### src/rtl/kbd_pkg.sv
// Shared constants and types for the keyboard-side game controller.
// Scan codes, the PS/2 receiver state encoding and the decoded key event record.
package kbd_pkg;

    localparam logic [7:0] SC_BREAK = 8'hF0;
    localparam logic [7:0] SC_EXT   = 8'hE0;
    localparam logic [7:0] SC_SPACE = 8'h29;
    localparam logic [7:0] SC_ESC   = 8'h76;

    typedef enum logic [2:0] {IDLE, DATA, PARITY, STOP, DECODE} rx_state_t;

    typedef struct packed {
        logic       ext;
        logic       brk;
        logic [7:0] code;
    } key_evt_t;

    // PS/2 uses odd parity: data bits plus parity bit must hold an odd number of ones.
    function automatic logic odd_parity_ok(input logic [7:0] d, input logic p);
        return ^{d, p};
    endfunction

endpackage

### src/rtl/kbd_game_ctrl_if.sv
// Key event port: one registered event offered under valid/ready.
// master = event producer (controller), slave = consumer (game FSM).
interface kbd_game_ctrl_if;

    logic       key_valid;
    logic       key_ready;
    logic [7:0] key_code;
    logic       key_brk;
    logic       key_ext;

    modport master (output key_valid, key_code, key_brk, key_ext, input key_ready);
    modport slave  (input key_valid, key_code, key_brk, key_ext, output key_ready);

endinterface

### src/rtl/ps2_frame_rx.sv
// PS/2 frame receiver: synchronises the raw pins, finds PS2_clk falling edges and
// deframes start/8 data/parity/stop with a per-bit watchdog.
// Emits rx_byte with a one-cycle byte_valid, plus frame_err and timeout pulses.
// Build option: KBD_PARITY_CHECK_EN enables odd-parity checking of each frame.
module ps2_frame_rx
    import kbd_pkg::*;
#(
    parameter int CLK_FREQ_HZ = 50_000_000,
    parameter int TIMEOUT_US  = 2000,
    parameter int SYNC_STAGES = 2
) (
    input  logic       clk,
    input  logic       rst,
    input  logic       ps2_clk,
    input  logic       ps2_data,
    output logic [7:0] rx_byte,
    output logic       byte_valid,
    output logic       frame_err,
    output logic       timeout
);

    localparam longint WD_CYC = longint'(TIMEOUT_US) * longint'(CLK_FREQ_HZ) / longint'(1_000_000);
    localparam int     WD_W   = $clog2(WD_CYC + 1);
    localparam logic [WD_W-1:0] WD_LIM = WD_W'(WD_CYC);

    logic [SYNC_STAGES-1:0] clk_sync, dat_sync;
    logic                   clk_q;
    logic                   fall, din;

    rx_state_t              state_q, state_d;
    logic [7:0]             sr;
    logic [2:0]             bit_cnt;
    logic [WD_W-1:0]        wd_cnt;
    logic                   wd_on, wd_exp, err_d;

    // Synchronisers idle high so a line held high at reset release gives no false edge.
    always_ff @(posedge clk or negedge rst) begin
        if (!rst) begin
            clk_sync <= '1;
            dat_sync <= '1;
            clk_q    <= 1'b1;
        end else begin
            clk_sync <= {clk_sync[SYNC_STAGES-2:0], ps2_clk};
            dat_sync <= {dat_sync[SYNC_STAGES-2:0], ps2_data};
            clk_q    <= clk_sync[SYNC_STAGES-1];
        end
    end

    assign fall = clk_q & ~clk_sync[SYNC_STAGES-1];
    assign din  = dat_sync[SYNC_STAGES-1];

    // Watchdog only runs while a frame is in flight and expires after WD_LIM quiet cycles.
    assign wd_on  = (state_q == DATA) || (state_q == PARITY) || (state_q == STOP);
    assign wd_exp = wd_on && !fall && (wd_cnt == WD_LIM - 1'b1);

    // Rx state register plus registered error/timeout pulses.
    always_ff @(posedge clk or negedge rst) begin
        if (!rst) begin
            state_q   <= IDLE;
            frame_err <= 1'b0;
            timeout   <= 1'b0;
        end else begin
            state_q   <= state_d;
            frame_err <= err_d;
            timeout   <= wd_exp;
        end
    end

    // Next-state: one transition per PS2_clk fall; watchdog expiry overrides everything.
    always_comb begin
        state_d = state_q;
        err_d   = 1'b0;
        case (state_q)
            IDLE: begin
                if (fall) begin
                    if (!din) state_d = DATA;
                    else      err_d   = 1'b1;
                end
            end
            DATA: begin
                if (fall && bit_cnt == 3'd7) state_d = PARITY;
            end
            PARITY: begin
                if (fall) begin
`ifdef KBD_PARITY_CHECK_EN
                    if (odd_parity_ok(sr, din)) begin
                        state_d = STOP;
                    end else begin
                        state_d = IDLE;
                        err_d   = 1'b1;
                    end
`else
                    state_d = STOP;
`endif
                end
            end
            STOP: begin
                if (fall) begin
                    if (din) begin
                        state_d = DECODE;
                    end else begin
                        state_d = IDLE;
                        err_d   = 1'b1;
                    end
                end
            end
            DECODE:  state_d = IDLE;
            default: state_d = IDLE;
        endcase
        if (wd_exp) begin
            state_d = IDLE;
            err_d   = 1'b1;
        end
    end

    // Shift register (LSB first), bit counter and watchdog counter.
    always_ff @(posedge clk or negedge rst) begin
        if (!rst) begin
            sr      <= '0;
            bit_cnt <= '0;
            wd_cnt  <= '0;
        end else begin
            if (state_q == IDLE) begin
                bit_cnt <= '0;
            end else if (state_q == DATA && fall) begin
                sr      <= {din, sr[7:1]};
                bit_cnt <= bit_cnt + 3'd1;
            end
            if (!wd_on || fall) wd_cnt <= '0;
            else                wd_cnt <= wd_cnt + 1'b1;
        end
    end

    assign rx_byte    = sr;
    assign byte_valid = (state_q == DECODE);

endmodule

### src/rtl/kbd_game_ctrl.sv
// Keyboard-side game controller: PS/2 deframing, F0/E0 prefix tracking, one flap
// pulse per space press, pause toggle on Esc, and a one-entry valid/ready key event port.
// Build option: KBD_PARITY_CHECK_EN (passed through to ps2_frame_rx) checks frame parity.
module kbd_game_ctrl
    import kbd_pkg::*;
#(
    parameter int         CLK_FREQ_HZ = 50_000_000,
    parameter int         TIMEOUT_US  = 2000,
    parameter int         SYNC_STAGES = 2,
    parameter logic [7:0] FLAP_CODE   = SC_SPACE,
    parameter logic [7:0] PAUSE_CODE  = SC_ESC
) (
    input  logic            clk,
    input  logic            rst,
    input  logic            PS2_clk,
    input  logic            PS2_data,
    output logic            flap,
    output logic            pause,
    output logic            frame_err,
    output logic            evt_drop,
    kbd_game_ctrl_if.master kif
);

    logic [7:0] rx_byte;
    logic       rx_vld, rx_tmo;
    logic       brk_f, ext_f;
    logic       flap_held, pause_held;
    logic       emit, flap_hit, pause_hit;
    logic       key_vld;
    key_evt_t   evt, out_q;

    ps2_frame_rx #(
        .CLK_FREQ_HZ (CLK_FREQ_HZ),
        .TIMEOUT_US  (TIMEOUT_US),
        .SYNC_STAGES (SYNC_STAGES)
    ) u_rx (
        .clk        (clk),
        .rst        (rst),
        .ps2_clk    (PS2_clk),
        .ps2_data   (PS2_data),
        .rx_byte    (rx_byte),
        .byte_valid (rx_vld),
        .frame_err  (frame_err),
        .timeout    (rx_tmo)
    );

    // A byte that is not a prefix completes an event carrying the prefixes seen so far.
    assign emit      = rx_vld && (rx_byte != SC_BREAK) && (rx_byte != SC_EXT);
    assign evt       = {ext_f, brk_f, rx_byte};
    assign flap_hit  = emit && !ext_f && (rx_byte == FLAP_CODE);
    assign pause_hit = emit && !ext_f && (rx_byte == PAUSE_CODE);

    // Prefix flags: set by F0/E0, cleared once the event is emitted or a frame times out.
    always_ff @(posedge clk or negedge rst) begin
        if (!rst) begin
            brk_f <= 1'b0;
            ext_f <= 1'b0;
        end else if (rx_tmo) begin
            brk_f <= 1'b0;
            ext_f <= 1'b0;
        end else if (rx_vld) begin
            if (rx_byte == SC_BREAK) begin
                brk_f <= 1'b1;
            end else if (rx_byte == SC_EXT) begin
                ext_f <= 1'b1;
            end else begin
                brk_f <= 1'b0;
                ext_f <= 1'b0;
            end
        end
    end

    // Flap: pulse on the first make only; typematic repeats are ignored until release.
    always_ff @(posedge clk or negedge rst) begin
        if (!rst) begin
            flap      <= 1'b0;
            flap_held <= 1'b0;
        end else begin
            flap <= 1'b0;
            if (flap_hit) begin
                if (brk_f) begin
                    flap_held <= 1'b0;
                end else if (!flap_held) begin
                    flap      <= 1'b1;
                    flap_held <= 1'b1;
                end
            end
        end
    end

    // Pause: same held qualification, toggling a level instead of pulsing.
    always_ff @(posedge clk or negedge rst) begin
        if (!rst) begin
            pause      <= 1'b0;
            pause_held <= 1'b0;
        end else if (pause_hit) begin
            if (brk_f) begin
                pause_held <= 1'b0;
            end else if (!pause_held) begin
                pause      <= ~pause;
                pause_held <= 1'b1;
            end
        end
    end

    // One-entry output register; a new event while the entry is stalled is dropped.
    always_ff @(posedge clk or negedge rst) begin
        if (!rst) begin
            key_vld  <= 1'b0;
            out_q    <= '0;
            evt_drop <= 1'b0;
        end else begin
            evt_drop <= 1'b0;
            if (emit) begin
                if (!key_vld || kif.key_ready) begin
                    out_q   <= evt;
                    key_vld <= 1'b1;
                end else begin
                    evt_drop <= 1'b1;
                end
            end else if (kif.key_ready) begin
                key_vld <= 1'b0;
            end
        end
    end

    assign kif.key_valid = key_vld;
    assign kif.key_code  = out_q.code;
    assign kif.key_brk   = out_q.brk;
    assign kif.key_ext   = out_q.ext;

endmodule

### src/flat_wrapper.sv
// flat-port wrapper written by rule: the top's interface ports become plain ports
module kbd_game_ctrl_flat import kbd_pkg::*;
#(
    parameter int         CLK_FREQ_HZ = 50_000_000,
    parameter int         TIMEOUT_US  = 2000,
    parameter int         SYNC_STAGES = 2,
    parameter logic [7:0] FLAP_CODE   = SC_SPACE,
    parameter logic [7:0] PAUSE_CODE  = SC_ESC
)
  (clk, rst, PS2_clk, PS2_data, flap, pause, frame_err, evt_drop, kif_key_valid, kif_key_code, kif_key_brk, kif_key_ext, kif_key_ready);
  kbd_game_ctrl_if kif_i ();
  input  logic clk;
  input  logic rst;
  input  logic PS2_clk;
  input  logic PS2_data;
  output logic flap;
  output logic pause;
  output logic frame_err;
  output logic evt_drop;
  output wire logic [$bits(kif_i.key_valid)-1:0] kif_key_valid;
  output wire logic [$bits(kif_i.key_code)-1:0] kif_key_code;
  output wire logic [$bits(kif_i.key_brk)-1:0] kif_key_brk;
  output wire logic [$bits(kif_i.key_ext)-1:0] kif_key_ext;
  input wire logic [$bits(kif_i.key_ready)-1:0] kif_key_ready;
  assign kif_key_valid = kif_i.key_valid;
  assign kif_key_code = kif_i.key_code;
  assign kif_key_brk = kif_i.key_brk;
  assign kif_key_ext = kif_i.key_ext;
  assign kif_i.key_ready = kif_key_ready;
  kbd_game_ctrl #(.CLK_FREQ_HZ(CLK_FREQ_HZ), .TIMEOUT_US(TIMEOUT_US), .SYNC_STAGES(SYNC_STAGES), .FLAP_CODE(FLAP_CODE), .PAUSE_CODE(PAUSE_CODE)) u_core (.clk(clk), .rst(rst), .PS2_clk(PS2_clk), .PS2_data(PS2_data), .flap(flap), .pause(pause), .frame_err(frame_err), .evt_drop(evt_drop), .kif(kif_i));
endmodule
### config.mk
export PLATFORM = sky130hd
export DESIGN_NAME = kbd_game_ctrl_flat
export DESIGN_NICKNAME = d
export VERILOG_FILES = /design/src/rtl/kbd_pkg.sv /design/src/rtl/kbd_game_ctrl_if.sv /design/src/rtl/ps2_frame_rx.sv /design/src/rtl/kbd_game_ctrl.sv /design/src/flat_wrapper.sv
export SDC_FILE = /design/constraint.sdc
export NUM_CORES = 1
export LEC_CHECK = 0
export ABC_CLOCK_PERIOD_IN_PS = 4860
export BUFFER_PORTS_ARGS = -buffer_cell sky130_fd_sc_hd__buf_2
export CAP_MARGIN = 30
export CORE_ASPECT_RATIO = 1.2
export CORE_MARGIN = 4
export CORE_UTILIZATION = 39
export DETAILED_ROUTE_END_ITERATION = 6
export SLEW_MARGIN = 20
export SYNTH_ARGS = -nofsm -noshare
export SYNTH_HDL_FRONTEND = slang
export SYNTH_SLANG_ARGS = --single-unit
### constraint.sdc
create_clock -name clk -period 4.86 [get_ports clk]
set_input_delay 0.243 -clock clk [delete_from_list [all_inputs] [get_ports clk]]
set_output_delay 0.243 -clock clk [all_outputs]
set_load 0.05 [all_outputs]
-- Yosys cells after proc, flatten, opt, wreduce, memory -nomap -nowiden
Cells that the tools add are included.
- add/subtract/negate cells: 2
- equality and inequality tests: 20
- multiplexer cells: 34
- bitwise gates (word level): 6
- reductions and logical operators: 28
- operators by type and width (operator ; count):
    3-bit 2-to-1 mux ; 9
    1-bit 2-to-1 mux ; 22
    17-bit by 1-bit adder with 17-bit output (second input constant) ; 1
    17-bit == test (second input constant) ; 1
    17-bit 2-to-1 mux ; 1
    8-bit == test (second input constant) ; 2
    8-bit inequality test (second input constant) ; 2
    3-bit inequality test (second input constant) ; 5
    3-bit case mux with 4 select lines ; 1
    2-bit AND reduction ; 5
    1-bit logical AND ; 9
    8-bit by 6-bit == test with 1-bit output (second input constant) ; 1
    8-bit by 7-bit == test with 1-bit output (second input constant) ; 1
    3-bit by 2-bit == test with 1-bit output (second input constant) ; 2
    3-bit == test (second input constant) ; 2
    2-bit nonzero test ; 3
    1-bit NOT ; 5
    5-bit AND reduction ; 1
    1-bit zero test ; 4
    1-bit logical OR ; 4
    2-bit inequality test (second input constant) ; 2
    3-bit by 1-bit adder with 3-bit output (second input constant) ; 1
    3-bit by 1-bit == test with 1-bit output (second input constant) ; 1
    3-bit zero test ; 1
    4 further kinds ; 4
- bits in registers: 56
- input port bits: 5
- word-level logic and storage cells: 110

-- Logic depth before layout (Yosys ltp)
Gate-level depths: netlist of run 1.
- word-level depth: 7
- depth in mapped cells: 6
- mapped depth without buffers: 6

-- Cells and area by module
From an unflattened synthesis of run 1, not the netlist that was laid out.
- cell total of the unflattened synthesis: 207
- area, all modules: 2531.2 µm²
- by module, submodules not included (module ; times used ; cells each ; area each (µm²) ; sequential area each (µm²)):
    ps2_frame_rx ; 1 ; 152 ; 1771.7 ; 957.2
    kbd_game_ctrl ; 1 ; 55 ; 759.5 ; 450.4

-- Least setup slack after synthesis of run 1
OpenSTA, ideal clock, no wires.
- kind: reg2reg
- from: register u_core.u_rx.state_q[2]
- to: register u_core.out_q (netlist bit u_core.kif.key_brk)
- setup time: 125 ps
- data arrival time: 1625 ps
- data required time: 4735 ps
- path slack: 3110 ps
- cell stages (with the launch flop): 6
- buffers on the path: 1
- clock period less this slack: 1750 ps
- path through: dfrtp_1 or3b_4 a31oi_1 and2_1 buf_6 mux2_2
- longest elaborated chain between the ends: 4
- RTL lines (what ; line ; text):
    start, declared ; ps2_frame_rx.sv:30 ; rx_state_t state_q, state_d;
    start signal, assigned ; ps2_frame_rx.sv:63 ; state_q <= state_d;
    3-bit == test ; ps2_frame_rx.sv:135 ; assign byte_valid = (state_q == DECODE);
    1-bit logical AND (2 in series) ; kbd_game_ctrl.sv:48 ; assign emit = rx_vld && (rx_byte != SC_BREAK) && (rx_byte != SC_EXT);
    2-bit AND reduction (no source line) ; n/a ;
    end signal, assigned ; kbd_game_ctrl.sv:116 ; out_q <= evt;
    end, declared ; kbd_game_ctrl.sv:30 ; key_evt_t evt, out_q;
No other way between the ends.
A chain may end at the register's enable or synchronous reset.

-- Final worst setup path of run 1
- from: register u_core.u_rx.state_q[0]
- to: register u_core.out_q (netlist bit u_core.kif.key_code[7])
Same word-level chain as after synthesis.

==> metrics, run 1 <==
run status=completed; First-pass DRT Iterations=4; number of synthesized flops with an enable pin=0; PostCTS Resize Cnt=0; Pint=0.735 mW; Least-Margin Pin Slew=0.689 ns; final setup TNS=0 ns; Reg-to-Reg Start=u_core.u_rx.state_q[0]$_DFFE_PN0P_; Sequential Power Share=0.584; DRT Wirelength=4180 um; path depth of the worst reg2reg path=4; GR Overflow Total=0; Mapped Cells=208; Tightest Hold Check Type=in -> async; CTS tree=done; Top Ports=20; RePlAce Congestion=0.796; cts bufs inserted=5; Final Max Tran Viols=0; Syn. warnings=0; Rel. slew slack=0.541; FMAX=465 MHz; Crit Path Max Fanout=12; Seq/Total Area, Yosys=0.572; area leader, netlist=dfrtp_1; Synth cell types=40; RSZ-0062 raised after global routing=false; Die W=80.5 um; cell area after synthesis=2460 sq um; clk sinks=56; RR Endpoint=u_core.kif.key_code[7]$_DFFE_PN0P_; Max rail drop VDD=0.159 mV; Layout Skew=0.00455 ns; Post-DP HPWL=2910 um; core area=6090 sq um; row count=31; Port Buffers=19; first-pass GRT wire length=7450 um; Die Span Y=95.0 um; switching share of power=0.297; crit path DAT=2.34 ns; Crit Path Category=reg -> reg; worst slack, placed=2.72 ns; startpoint types=flop; layout cells sized above 1=0.250; H-tree Lvls=2; clock-pin slew on the worst setup and hold paths=0.09 ns; Routed Antenna Nets=0; setup ws final=2.71 ns; synthesized area per cell=11.8 sq um; nets=240; antenna violations before repair=0; syn nets=217; Sw Pwr=0.311 mW; wire per inst=13.3 um; Post-CTS Setup Inserts=0; Vias=1590; Synth Flop Type=dfrtp_1; clock latency at the later pin of the worst-skew pair=0.30 ns; Max-Cap Viols=0; gr usage total=0.125; vias in the first global route=1552; largest net degree at the start of global routing=57; leakage power=1.29 nW; combinational power share=0.168; r2r setup slk=2.71 ns; Max Root-Sink Buffers=2; final critical-path required period=2.15 ns; post-synthesis register bit count=56; # DRC=0; PD cells=381 nW/um^2; crit end category=flop; fin crit share=0.443; CP startpoint=u_core.u_rx.state_q[0]$_DFFE_PN0P_; Clk Tree Root Cell=clkbuf_8; Setup-failing EPs final=0; required time worst endpoint=5.05 ns; Synth area leaders=dfrtp_1 (52%), mux2_2 (8.7%), dfstp_2 (5.3%), xnor2_1 (4.3%), nor2_1 (4.0%); Fin. Hold Viols=0; Starting Density=0.404; die area=7650 sq um; worst setup path end=u_core.kif.key_code[7]$_DFFE_PN0P_; area grow syn2layout=11.5%; Iteration-0 DRC Markers=54; clock network fraction of total power=0.248; post-synth top area share=0.518; vias per cell=5.06; Ant. Diodes=0; asr flop ratio synth=1.00
==> metal layers <==
metal / share of wire / wire length, um / vias up / GRT usage
met5: 0 / 0 / - / 0
li1: - / - / 785 / -
met3: 0.040 / 168 / 4 / 0.0331
met4: 0.0088 / 37 / 0 / 0.0380
met2: 0.48 / 2030 / 24 / 0.202
met1: 0.47 / 1950 / 777 / 0.164
==> how the worst min path moves through the flow <==
stage,from,to,slack (ns),depth (start not counted)
2_1_floorplan,rst,u_core.brk_f$_DFFE_PN0P_,-0.05,0
3_3_place_gp,u_core.u_rx.clk_sync[0]$_DFF_PN1_,u_core.u_rx.clk_sync[1]$_DFF_PN1_,0.35,0
3_5_place_dp,u_core.u_rx.clk_sync[0]$_DFF_PN1_,u_core.u_rx.clk_sync[1]$_DFF_PN1_,0.35,0
4_1_cts,PS2_clk,u_core.u_rx.clk_sync[0]$_DFF_PN1_,0.01,1
5_1_grt,rst,u_core.evt_drop$_DFF_PN0_,0.10,2
6_report,rst,u_core.evt_drop$_DFF_PN0_,0.06,2
==> cell usage in the layout (no fill, tap or decap), drive strengths merged, types with 2 or more instances in the layout <==
cell / synthesis / layout
dfrtp: 51 / 51
nor2: 26 / 26
buf: 4 / 20
mux2: 19 / 19
xnor2: 12 / 12
nor3: 10 / 10
nand2: 9 / 9
nand3: 7 / 7
nand4: 7 / 7
clkbuf: 2 / 7
nor4: 6 / 6
inv: 5 / 5
a22o: 5 / 5
dfstp: 5 / 5
xor2: 4 / 4
mux2i: 4 / 4
ha: 4 / 4
nor4b: 2 / 2
nor2b: 2 / 2
and4: 2 / 2
o21ai: 2 / 2
a21oi: 2 / 2
nand2b: 2 / 2
a31o: 2 / 2
and2: 2 / 2
a31oi: 2 / 2
dlygate4sd3: 0 / 2
or3: 2 / 2
==> kinds of logic (layout without fill, tap and decap cells) <==
family | after synthesis | count (layout) | share of synthesized area
flip-flops | 56 | 56 | 0.572
XOR/XNOR | 16 | 16 | 0.0569
AO/OA/AOI/OAI | 14 | 14 | 0.0422
AND/OR/NAND/NOR | 84 | 84 | 0.184
multiplexers | 23 | 23 | 0.103
adder cells (fa/ha/maj) | 4 | 4 | 0.0203
buffers and inverters | 11 | 35 | 0.0218
==> power groups by stage <==
stage	clock network (mW)	registers [mW]	logic [mW]
6_report	0.259	0.611	0.176
5_1_grt	0.291	0.623	0.200
4_1_cts	0.271	0.611	0.180
3_5_place_dp	0	0.619	0.180
3_3_place_gp	0	0.617	0.173
2_1_floorplan	0	0.583	0.159
==> through the flow <==
| stage | cell area, sq um | util | hold slack [ns] | power (mW) | cells |
|---|---|---|---|---|---|
| 6_report | 2750 | 0.451 | 0.0602 | 1.05 | 314 |
| 5_1_grt | 2750 | 0.451 | 0.103 | 1.11 | 314 |
| 4_1_cts | 2730 | 0.448 | 0.0117 | 1.06 | 312 |
| 3_5_place_dp | 2630 | 0.432 | 0.348 | 0.799 | 304 |
| 3_3_place_gp | 2630 | 0.432 | 0.346 | 0.791 | 304 |
| 2_1_floorplan | 2460 | - | -0.0526 | 0.742 | 208 |
==> cell type report <==
class | instances | area (sq um)
clock buffer | 7 | 86.3
clock inverter | 1 | 7.51
multi-input combinational | 141 | 1000
tap | 82 | 103
inverter | 5 | 18.8
timing repair buffer | 22 | 123
sequential | 56 | 1410
fill | 565 | 3340
==> critical path: stages, from the launching register on <==
cell     delay (ns)
dfrtp_1        0.54
or3b_4         0.45
a31oi_1        0.22
and2_1         0.45
mux2_2         0.39
==> sequential cells by signal, summed over array words and instances (netlist names), 2 cells and up <==
| signal | count |
|---|---|
| u_core.u_rx.bit_cnt | 3 |
| u_core.u_rx.wd_cnt | 17 |
| u_core.u_rx.dat_sync | 2 |
| u_core.u_rx.rx_byte | 8 |
| u_core.kif.key_code | 8 |
| u_core.u_rx.state_q | 3 |
| u_core.u_rx.clk_sync | 2 |
==> repair_timing <==
action	4_1_cts	5_1_grt
endpoints found under the hold margin	0	2
hold buffers	0	2
setup endpoints to repair	0	0
==> cells in the mapped netlist, drive strengths merged (4+ instances only) <==
master,count
nor4,6
xnor2,12
dfstp,5
mux2,19
inv,5
dfrtp,51
nor2,26
nand4,7
nand2,9
a22o,5
ha,4
mux2i,4
nand3,7
xor2,4
buf,4
nor3,10
Note: power is estimated with default switching activity, not from simulation.
==> run 2: changes to the inputs <==
--- a/config.mk
+++ b/config.mk
@@ -5,7 +5,7 @@
 export SDC_FILE = /design/constraint.sdc
 export NUM_CORES = 1
 export LEC_CHECK = 0
-export ABC_CLOCK_PERIOD_IN_PS = 4860
+export ABC_CLOCK_PERIOD_IN_PS = 2150
 export BUFFER_PORTS_ARGS = -buffer_cell sky130_fd_sc_hd__buf_2
 export CAP_MARGIN = 30
 export CORE_ASPECT_RATIO = 1.2
==> constraint.sdc (replaced) <==
create_clock -name clk -period 2.15 [get_ports clk]
set_input_delay 0.1075 -clock clk [delete_from_list [all_inputs] [get_ports clk]]
set_output_delay 0.1075 -clock clk [all_outputs]
set_load 0.05 [all_outputs]
==> metrics, run 2 (synthesis results as in run 1) <==
CTS tree=done; Pint=1.77 mW; Top Ports=20; crit path DAT=2.16 ns; DRT Wirelength=4240 um; RePlAce Congestion=0.760; run status=completed; gr usage total=0.127; Port Buffers=19; Crit Path Max Fanout=10; hold depth=3; vias in the first global route=1585; leakage power=1.32 nW; Layout Skew=0.00833 ns; most frequent cells in the layout=dfrtp_1 (51), nor2_1 (26), mux2_2 (19), buf_2 (19), xnor2_1 (12); RSZ-0062 raised after global routing=false; Final Max Tran Viols=0; cts bufs inserted=5; Least-Margin Pin Slew=0.602 ns; Max-Cap Viols=0; RR Endpoint=u_core.kif.key_code[6]$_DFFE_PN0P_; Crit Path Category=reg -> reg; most flop-heavy register=u_core.u_rx.wd_cnt; largest net degree at the start of global routing=32; Max rail drop VDD=0.376 mV; clock network fraction of total power=0.275; row count=31; CP startpoint=u_core.u_rx.state_q[1]$_DFFE_PN0P_; H-tree Lvls=2; first-pass GRT wire length=7530 um; Post-CTS Setup Inserts=0; Routed Antenna Nets=0; Tightest Hold Check Type=in -> reg; Starting Density=0.404; Sequential Power Share=0.541; antenna violations before repair=0; wire per inst=13.3 um; area grow syn2layout=14.4%; worst slack, placed=0.176 ns; core area=6090 sq um; crit end category=flop; die area=7650 sq um; clk sinks=56; Post-DP HPWL=2970 um; Reg-to-Reg Start=u_core.u_rx.state_q[1]$_DFFE_PN0P_; switching share of power=0.289; Iteration-0 DRC Markers=45; Die Span Y=95.0 um; Hold Path Origin=kif_key_ready; Hold Path Sink=u_core.evt_drop$_DFF_PN0_; Setup-failing EPs final=0; path depth of the worst reg2reg path=4; max reg flops=17; setup ws final=0.187 ns; vias per cell=5.01; startpoint types=flop; Rel. slew slack=0.599; FMAX=509 MHz; clock latency at the later pin of the worst-skew pair=0.31 ns; Clk Tree Root Cell=clkbuf_8; Sw Pwr=0.718 mW; final critical-path required period=1.96 ns; # DRC=0; required time worst endpoint=2.35 ns; Max Root-Sink Buffers=2; Vias=1598; combinational power share=0.184; Die W=80.5 um; layout cells sized above 1=0.266; Ant. Diodes=0; placed instance area=2680 sq um; fin area=2820 sq um; final setup TNS=0 ns; First-pass DRT Iterations=4; nets=245; most common cell after layout, fill and taps aside=dfrtp_1; r2r setup slk=0.19 ns; clock-pin slew on the worst setup and hold paths=0.10 ns; fin crit share=0.913; Fin. Hold Viols=0; PD cells=883 nW/um^2; GR Overflow Total=0
-- run 2: layout make-up --
class / instances / area (sq um)
Timing Repair Buffer: 27 / 175
Sequential cell: 56 / 1410
Tap cell: 82 / 103
Clock buffer: 5 / 68.8
Fill cell: 578 / 3270
Multi-Input combinational cell: 141 / 1000
Clock inverter: 3 / 42.5
Inverter: 5 / 18.8
-- run 2: worst max path at each step --
stage	cells past startpoint	endpoint	slack (ns)
global placement	4	u_core.kif.key_code[0]$_DFFE_PN0P_	0.22
detailed placement	4	u_core.kif.key_code[6]$_DFFE_PN0P_	0.18
finish	4	u_core.kif.key_code[6]$_DFFE_PN0P_	0.19
floorplan	5	u_core.kif.key_brk$_DFFE_PN0P_	0.40
global route	4	u_core.kif.key_ext$_DFFE_PN0P_	0.06
CTS	4	u_core.kif.key_code[6]$_DFFE_PN0P_	0.17
-- run 2: worst max-delay path: stages (launching register included) --
cell and delay (ns):
dfrtp_1 0.39, or3b_4 0.42, a31oi_1 0.23, and2_1 0.43
mux2_2 0.39
-- run 2: metal layers --
metal | vias up | share of wire | global-route usage
met5 | - | 0 | 0
met3 | 7 | 0.042 | 0.0274
met2 | 38 | 0.48 | 0.209
met1 | 766 | 0.46 | 0.161
met4 | 0 | 0.014 | 0.0521
li1 | 787 | - | -
-- run 2: power groups by stage --
stage	Combinational, mW	Clock [mW]	Sequential (mW)
2_1_floorplan	0.359	0	1.32
3_3_place_gp	0.451	0	1.36
3_5_place_dp	0.459	0	1.36
4_1_cts	0.465	0.704	1.35
5_1_grt	0.522	0.742	1.38
6_report	0.457	0.685	1.35
-- run 2: timing repair --
action | CTS | global route
hold buffers | 3 | 0
setup endpoints to repair | 0 | 0
endpoints found under the hold margin | 27 | 0
resized for setup | 0 | 0
-- run 2: through the flow --
step                hold WS [ns]  cells  power [mW]   util
global placement           0.156    308        1.81  0.439
floorplan                 -0.188    208        1.68      -
CTS                        0.111    319        2.51  0.463
global route               0.119    319        2.64  0.463
detailed placement         0.158    308        1.82  0.439
finish                     0.101    319        2.49  0.463
==> run 3: changes to the inputs <==
--- a/config.mk
+++ b/config.mk
@@ -12,6 +12,7 @@
 export CORE_MARGIN = 4
 export CORE_UTILIZATION = 39
 export DETAILED_ROUTE_END_ITERATION = 6
+export RECOVER_POWER = 50
 export SLEW_MARGIN = 20
 export SYNTH_ARGS = -nofsm -noshare
 export SYNTH_HDL_FRONTEND = slang
==> metrics, run 3 (synthesis results as in run 1) <==
# DRC=0; Die Span Y=95.0 um; H-tree Lvls=2; required time worst endpoint=2.35 ns; RePlAce Congestion=0.760; crit end category=flop; M2 GR Usage=0.209; first-pass GRT wire length=7530 um; run status=completed; nets=245; Least-Margin Pin Slew=1.45 ns; overall power=2.48 mW; Clk Tree Root Cell=clkbuf_8; Routed Antenna Nets=0; antenna violations before repair=0; cts bufs inserted=5; Tightest Hold Check Type=in -> reg; PD cells=885 nW/um^2; path depth of the worst reg2reg path=4; gr usage total=0.127; final critical-path required period=1.96 ns; final setup TNS=0 ns; Fin. Hold Viols=0; clock latency at the later pin of the worst-skew pair=0.31 ns; area grow syn2layout=14.0%; vias per cell=5.02; Crit Path Category=reg -> reg; Starting Density=0.404; crit path DAT=2.16 ns; Setup-failing EPs final=0; core area=6090 sq um; FMAX=509 MHz; r2r setup slk=0.19 ns; vias in the first global route=1585; fin crit share=0.914; Layout Skew=0.00835 ns; Max Root-Sink Buffers=2; DRT Wirelength=4240 um; clk sinks=56; most flop-heavy register=u_core.u_rx.wd_cnt; GR peak layer=met2; die area=7650 sq um; max reg flops=17; CTS tree=done; startpoint types=flop; Final Max Tran Viols=0; met3 usage=0.0274; met1 GRT Util=0.161; Crit Path Max Fanout=10; Port Buffers=19; Vias=1600; most frequent cells in the layout=dfrtp_1 (51), nor2_1 (26), mux2_2 (19); clock-pin slew on the worst setup and hold paths=0.10 ns; Rel. slew slack=0.0355; hold depth=3; First-pass DRT Iterations=4; Post-DP HPWL=2970 um; wire per inst=13.3 um; largest stage delay on the critical path=0.43 ns; Top Ports=20; GR Overflow Total=0; Iteration-0 DRC Markers=45; layout cells sized above 1=0.228; RSZ-0062 raised after global routing=false; leakage power=1.29 nW; most common cell after layout, fill and taps aside=dfrtp_1; Ant. Diodes=0; Max rail drop VDD=0.376 mV; largest net degree at the start of global routing=32; Critical-path top delay cell=and2_1; Max-Cap Viols=0; Die W=80.5 um; row count=31; PostCTS Resize Cnt=0; cell chain of the critical path=or3b_4 > a31oi_1 > and2_1 > mux2_2
-- run 3: changes by cell type in the layout (fill, tap and decap cells not counted) --
cell / previous run / this run
buf_2: 19 / 11
clkbuf_1: 0 / 8
dfstp_1: 0 / 1
dfstp_2: 5 / 4
-- run 3: cell type report --
class | instances | area (sq um)
tap | 82 | 103
inverter | 5 | 18.8
sequential | 56 | 1410
multi-input combinational | 141 | 1000
timing repair buffer | 27 | 165
fill | 582 | 3280
clock inverter | 3 | 42.5
clock buffer | 5 | 68.8
-- run 3: final timing paths --
path | start | to
setup / recovery | u_core.u_rx.state_q[1]$_DFFE_PN0P_ | u_core.kif.key_code[6]$_DFFE_PN0P_
hold / removal | kif_key_ready | u_core.evt_drop$_DFF_PN0_
setup reg to reg | u_core.u_rx.state_q[1]$_DFFE_PN0P_ | u_core.kif.key_code[6]$_DFFE_PN0P_
hold reg to reg | u_core.u_rx.dat_sync[0]$_DFF_PN1_ | u_core.u_rx.dat_sync[1]$_DFF_PN1_
max in group asynchronous | rst | u_core.u_rx.dat_sync[0]$_DFF_PN1_
min in group asynchronous | rst | u_core.pause$_DFFE_PN0P_
-- run 3: metrics by stage --
step	hold WS, ns	instance area [sq um]	cells	utilization	setup WS, ns
2_1_floorplan	-0.188	2460	208	-	0.400
3_3_place_gp	0.156	2680	308	0.439	0.217
3_5_place_dp	0.158	2680	308	0.439	0.176
4_1_cts	0.111	2820	319	0.463	0.166
5_1_grt	0.119	2810	319	0.461	0.0638
6_report	0.103	2810	319	0.461	0.186
-- run 3: per-layer routing --
metal | routed length (um) | up-vias
li1 | - | 787
met1 | 1950 | 768
met2 | 2040 | 38
met3 | 183 | 7
met4 | 61 | 0
met5 | 0 | -
-- run 3: what timing repair did --
action / CTS / global route
buffers inserted: 0 / 0
hold buffers: 3 / 0
hold endpoints to repair: 27 / 0
-- run 3: power breakdown --
part / internal [mW] / leakage [nW] / switching, mW
registers: 1.20 / 0.740 / 0.150
logic: 0.228 / 0.496 / 0.229
clock network: 0.345 / 0.0541 / 0.337
-- run 3: worst max-delay path, delay by kind of cell (launching register included) --
family,cells,cell delay (ns)
mux,1,0.39
compound gates,1,0.23
simple gates,2,0.85
flops,1,0.39
